--- src/rtl/quiz32_pkg.sv ---
// quiz32_pkg: shared state encoding, burst pattern and burst length for the quiz32 transmitter and receiver
package quiz32_pkg;
  typedef enum logic [2:0] {IDLE = 3'd0, S1 = 3'd1, S10 = 3'd2, GAP = 3'd3, HUNT = 3'd4} state_t;
  localparam int BURST_LEN = 3;
  localparam logic [BURST_LEN-1:0] BURST = 3'b101;
endpackage

--- src/rtl/quiz32_rx_cnt.sv ---
// quiz32_rx_cnt: W-bit event counter, wraps (SAT=0) or saturates (SAT=1); ports CLK, R (async high), inc, o_val
module quiz32_rx_cnt #(
  parameter int W   = 4,
  parameter int SAT = 0
) (
  input  logic         CLK,
  input  logic         R,
  input  logic         inc,
  output logic [W-1:0] o_val
);
  logic w_hold;
  assign w_hold = (SAT != 0) && (&o_val);
  always_ff @(posedge CLK or posedge R)
    if (R) o_val <= '0;
    else if (inc && !w_hold) o_val <= o_val + 1'b1;
endmodule

--- src/rtl/quiz32_rx.sv ---
// quiz32_rx: "1,0,1" burst receiver; in CLK, R (async high), s; out det, err, busy, count[CNT_W], err_count[ERR_W] (counted only with QUIZ32_RX_ERR_CNT_EN)
module quiz32_rx
  import quiz32_pkg::*;
#(
  parameter int CNT_W = 4,
  parameter int ERR_W = 4
) (
  input  logic             CLK,
  input  logic             R,
  input  logic             s,
  output logic             det,
  output logic             err,
  output logic             busy,
  output logic [CNT_W-1:0] count,
  output logic [ERR_W-1:0] err_count
);
  state_t r_state;
  logic   r_det, r_err, r_busy;
  logic   w_inc, w_err;
  assign w_inc = (r_state == S10) && (s == BURST[0]);
  assign w_err = (r_state == S1 && s) || (r_state == S10 && !s) || (r_state == GAP && s);
  always_ff @(posedge CLK or posedge R)
    if (R) begin
      r_state <= IDLE;
      r_det   <= 1'b0;
      r_err   <= 1'b0;
      r_busy  <= 1'b0;
    end else begin
      r_det <= w_inc;
      r_err <= w_err;
      case (r_state)
        IDLE: begin
          r_state <= (s == BURST[2]) ? S1 : IDLE;
          r_busy  <= s;
        end
        S1: begin
          r_state <= (s == BURST[1]) ? S10 : HUNT;
          r_busy  <= 1'b1;
        end
        S10: begin
          r_state <= (s == BURST[0]) ? GAP : IDLE;
          r_busy  <= s;
        end
        GAP, HUNT: begin
          r_state <= s ? HUNT : IDLE;
          r_busy  <= s;
        end
        default: begin
          r_state <= IDLE;
          r_busy  <= 1'b0;
        end
      endcase
    end
  assign det  = r_det;
  assign err  = r_err;
  assign busy = r_busy;
  quiz32_rx_cnt #(.W(CNT_W), .SAT(0)) u_cnt (.CLK(CLK), .R(R), .inc(w_inc), .o_val(count));
`ifdef QUIZ32_RX_ERR_CNT_EN
  quiz32_rx_cnt #(.W(ERR_W), .SAT(1)) u_err_cnt (.CLK(CLK), .R(R), .inc(w_err), .o_val(err_count));
`else
  assign err_count = '0;
`endif
endmodule
--- config.mk ---
export PLATFORM = sky130hd
export DESIGN_NAME = quiz32_rx
export DESIGN_NICKNAME = d
export VERILOG_FILES = /design/src/rtl/quiz32_pkg.sv /design/src/rtl/quiz32_rx_cnt.sv /design/src/rtl/quiz32_rx.sv
export SDC_FILE = /design/constraint.sdc
export NUM_CORES = 1
export LEC_CHECK = 0
export ABC_CLOCK_PERIOD_IN_PS = 1330
export BUFFER_PORTS_ARGS = -buffer_cell sky130_fd_sc_hd__buf_2
export CELL_PAD_IN_SITES_DETAIL_PLACEMENT = 1
export CELL_PAD_IN_SITES_GLOBAL_PLACEMENT = 1
export CORE_MARGIN = 8
export CORE_UTILIZATION = 31
export CTS_BUF_LIST = sky130_fd_sc_hd__clkbuf_16
export DETAILED_ROUTE_END_ITERATION = 16
export PLACE_DENSITY = 0.71
export SLEW_MARGIN = 20
export SYNTH_ARGS = -nofsm -noshare
export SYNTH_HDL_FRONTEND = slang
export SYNTH_SLANG_ARGS = --single-unit
--- constraint.sdc ---
create_clock -name CLK -period 1.33 [get_ports CLK]
set_input_delay 0 -clock CLK [delete_from_list [all_inputs] [get_ports CLK]]
set_output_delay 0 -clock CLK [all_outputs]
set_load 0.05 [all_outputs]
After elaboration in Yosys (flattened, before gate mapping)

Cells that the tools add are included.

Register bits: 10
Output and inout port bits: 11

$add $sub $neg: 1
Equality and inequality tests: 4
Reduce and logical (&&, ||, !) cells: 10
Muxes and demuxes: 6

Operator list:

| operator                                                              | count |
|---|---|
| 3-bit one-hot mux with 4 select lines                                 | 1 |
| 3-bit by 2-bit equality test with 1-bit output, second input constant | 2 |
| 3-bit 2-to-1 mux                                                      | 2 |
| 4-bit by 1-bit adder with 4-bit output, second input constant         | 1 |
| 1-bit logical AND                                                     | 4 |
| 4-bit OR reduction                                                    | 1 |
| 3-bit by 1-bit equality test with 1-bit output, second input constant | 1 |
| 3-bit equality test, second input constant                            | 1 |
| 3-bit logical NOT                                                     | 1 |
| 1-bit logical OR                                                      | 2 |
| 2-bit 2-to-1 mux                                                      | 1 |
| 1-bit one-hot mux with 2 select lines                                 | 1 |
| 2-bit OR reduction                                                    | 1 |
| 1-bit logical NOT                                                     | 1 |
| 1-bit 2-to-1 mux                                                      | 1 |

Depth between registers and ports, before layout

Word-level depth: 4
Mapped depth: 4
Depth with buffers taken out: 3

Cells and area by module

From an unflattened synthesis, not the netlist that was laid out.

Cells, all modules: 41
Area, all modules: 435.4 um2

By module, submodules not included:

| module        | area an instance (um2) | seq. area each (um2) | cells an instance | times used |
|---|---|---|---|---|
| quiz32_rx     | 271.5                  | 150.1                | 29                | 1 |
| quiz32_rx_cnt | 163.9                  | 100.1                | 12                | 1 |

Worst setup path before layout

Ideal clock, no wire load.

Kind: register to register
Start: register u_cnt.o_val[0]
End: register u_cnt.o_val[1]
Arrival time: 1241 ps
Required time: 1203 ps
Path slack: -38 ps
Setup time: 127 ps
Cell stages (with the launch flop): 3
Buffers on the path: 0
Cells stage by stage: dfrtp_1 ha_1 mux2_1

Word-level cells in the longest chain between the ends: 1

Ends and longest elaborated chain:

| what                                   | RTL line            | text |
|---|---|---|
| from (decl)                            | quiz32_rx_cnt.sv:9  | `output logic [W-1:0] o_val` |
| from (signal assigned)                 | quiz32_rx_cnt.sv:15 | `else if (inc && !w_hold) o_val <= o_val + 1'b1;` |
| 4-bit by 1-bit adder with 4-bit output | quiz32_rx_cnt.sv:15 |  |

Every way passes these cells.
A chain may end at the register's enable or synchronous reset.

Worst setup path after layout

Start: register r_state[2]
End: register u_cnt.o_val[1]

Word-level cells in the longest chain between the ends: 2

Ends and longest elaborated chain:

| what                                           | RTL line        | text |
|---|---|---|
| from (decl)                                    | quiz32_rx.sv:17 | `state_t r_state;` |
| from (signal assigned)                         | quiz32_rx.sv:33 | `r_state <= (s == BURST[2]) ? S1 : IDLE;` |
| from (signal assigned)                         | quiz32_rx.sv:37 | `r_state <= (s == BURST[1]) ? S10 : HUNT;` |
| from (signal assigned)                         | quiz32_rx.sv:41 | `r_state <= (s == BURST[0]) ? GAP : IDLE;` |
| 3-bit by 2-bit equality test with 1-bit output | quiz32_rx.sv:20 | `assign w_inc = (r_state == S10) && (s == BURST[0]);` |
| 1-bit logical AND                              | quiz32_rx.sv:20 |  |

Every way passes these cells.

==> reports/qor.yml <==
drc: 0
fin_crit_sh_pct: 94.36
die_w_um: 53.69
synth-seq-cells: 10
crit_path_cell_trace: "nor4bb_1 > buf_4 > mux2_1"
fin_nets: 61
synth.avg_cell_area_sq_um: 11.01
p_comb_share_pct: 31.2
hold_violations: 0
grt.overflow.total: 0
antenna_found_initial: 0
wl_per_cell_um: 13.23
total_power_mw: 1.395
synth-seq-area-share_pct: 56.82
synth_compound_area_share_pct: 5.398
grt_max_degree: 11
io_buffers: 9
start_util_pct: 33.43
synth-xor-area-share_pct: 5.966
grtUsageTotal_pct: 8.144
synth_top_family_by_area: "simple AND/OR/NAND/NOR gates"
yosysUniqueCellTypes: 19
crit_family: "flip-flops"
globalplace.congestion: 0.6946
cp_max_fo: 5
power.internal_uw: 887.9
synth_top_area_cell: "dfrtp_1"
crit_slowest_cell: "dfrtp_1"
vdd_drop_max_mv: 1.121
switching_share_pct: 36.35
drtPass1Iterations: 1
die-height_um: 53.69
rows: 13
cts_tree: "built"
hold_depth: 3
final_max_slew_viol_count: 0
num_vias: 318
clkPwrFrac_pct: 37.6
synthMostInstantiatedCell: "dfrtp_1"
syn_inst: 40
root_buffer: "clkbuf_16"
io_pins: 14
switching_power_uw: 507.1
ff2ff_path_depth: 3
post_cts_buffers: 0
die_area_sq_um: 2883
path_buf_inv: 1
power_leakage_nw: 0.3142
worst-path-stages: 3
power.density_nw_per_um2: 2318
synth_fa_ha_area_share_pct: 2.841
fmax_ghz: 0.7968
synthArstFlopShare_pct: 100.0
synth_common_cells: "10 x dfrtp_1, 5 x nor2_1, 4 x buf_4"
wl_um: 939
ant_nets: 0
nFillCells: 150
clkLatencyLatePin_ns: 0.23
seqPwrFrac_pct: 31.2
drtIter0Drc: 0
cp_data_arrival_time_ns: 1.37
end_kind: "flip-flop"
synth-simple-area-share_pct: 12.78
fin_crit_ns: 1.255
cts_max_level: 1
grt_pass1_vias: 374
clkTransAtPathRegs_ns: 0.04
crit_type: "reg2reg"
setup_tns_ns: 0
status: "complete, no violations"
maxCapViolCount: 0
grt_pass1_wl_um: 1642
coreArea_sq_um: 1318
viasPerCell: 4.479
syn-cell-area_sq_um: 440.4
layout-drive-gt1-share_pct: 32.14
ctsLongestPathBuffers: 2
cp.required_ns: 1.44
cts_buffers: 3
slowest_delay_ns: 0.38
skew_ns: 0.003703
min_path_type: "in2reg"
synth.area.top_cells: "dfrtp_1 57%, buf_4 6.8%, nor2_1 4.3%"
synthFlopType: "dfrtp_1"
area_growth_pct: 36.65
rsz0062_at_grt: "no"
cts_resized: 0
yosys_warnings: 0
synthMuxAreaShare_pct: 4.830
finalSetupViolations: 0
clock_sinks: 10
synth-edff-count: 0
synth_top_area_share_pct: 56.82
start_kind: "flip-flop"
utilization_pct: 45.68
diodes: 0
## cell families after synthesis
kind of cell / count (synthesis)
adders and majority gates: 1
AOI/OAI and AO/OA: 4
and+or+nand+nor: 11
other: 1
DFF: 10
buffers and inverters: 8
xor gates and xnor gates: 3
muxes: 2
## final timing paths
| path | start | to | slack (ns) |
|---|---|---|---|
| worst min-delay path | s | r_state[1] | 0.09 |
| worst max register to register | r_state[2] | u_cnt.o_val[1] | 0.08 |
| min in group asynchronous | R | u_cnt.o_val[2] | 0.30 |
| max in group asynchronous | R | u_cnt.o_val[1] | 0.74 |
| worst max-delay path | r_state[2] | u_cnt.o_val[1] | 0.08 |
| worst min register to register | u_cnt.o_val[3] | u_cnt.o_val[3] | 0.49 |
## registers in the layout (all words and copies together) (netlist names)
name         count
det              1
err              1
busy             1
u_cnt.o_val      4
r_state          3
## power by group through the flow
stage	Sequential (mW)	Combinational (mW)	Clock (mW)
floorplan	0.639	0.123	0
global placement	0.434	0.423	0
detailed placement	0.440	0.436	0
CTS	0.439	0.445	0.540
global route	0.446	0.467	0.568
finish	0.435	0.436	0.524
## tightest hold or removal path, cell delays in order
cell	delay [ns]
buf_2	0.12
a22oi_1	0.07
nor2_1	0.09
## placed cells by master, fill, tap and decap left out
| master | count |
|---|---|
| dfrtp_2 | 2 |
| conb_1 | 4 |
| nor3_1 | 1 |
| ha_1 | 1 |
| nand2_1 | 1 |
| mux2_1 | 1 |
| buf_4 | 4 |
| a21oi_1 | 2 |
| nor4bb_1 | 1 |
| o22ai_1 | 1 |
| nor2b_1 | 2 |
| xor2_1 | 1 |
| inv_1 | 3 |
| dlygate4sd3_1 | 1 |
| nor2_1 | 5 |
| buf_2 | 9 |
| clkinv_1 | 1 |
| nand4_1 | 1 |
| xnor2_1 | 2 |
| dfrtp_1 | 8 |
| a22oi_1 | 1 |
| clkbuf_16 | 3 |
| mux2i_1 | 1 |
## per-stage QoR
| stage | instance area, sq um | setup slack, ns | instances | hold slack, ns |
|---|---|---|---|---|
| final | 601.8 | 0.07502 | 71 | 0.09304 |
| after global routing | 601.8 | 0.02553 | 71 | 0.1302 |
| after CTS | 601.8 | 0.05680 | 71 | 0.09003 |
| after detailed placement | 513.0 | 0.06935 | 66 | -0.003172 |
| after global placement | 513.0 | 0.09921 | 66 | -0.01348 |
| after floorplan | 454.2 | 0.05420 | 43 | -0.1600 |
## repair_timing
item                       4_1_cts  5_1_grt
setup endpoints to repair        0        0
hold buffers                     1        0
hold endpoints to repair        10        0
## layout make-up
cell class                      count  area, sq um  share of cell area, %
Timing Repair Buffer               14        85.08                  14.14
Clock buffer                        3        75.07                  12.47
Inverter                            3        11.26                  1.871
Multi-Input combinational cell     25        155.1                  25.78
Sequential cell                    10        252.7                  42.00
Clock inverter                      1        3.754                 0.6237
Tap cell                           15        18.77                  3.119
## routing by layer
layer / share of wire [%] / up-vias / global-route usage [%]
met1: 36 / 151 / 7.278
met4: 1.6 / 0 / 5.042
met3: 9.6 / 2 / 5.234
li1: - / 153 / -
met5: 0 / - / 0
met2: 53 / 12 / 13.51
No activity file was read; power rests on OpenSTA's default activity.
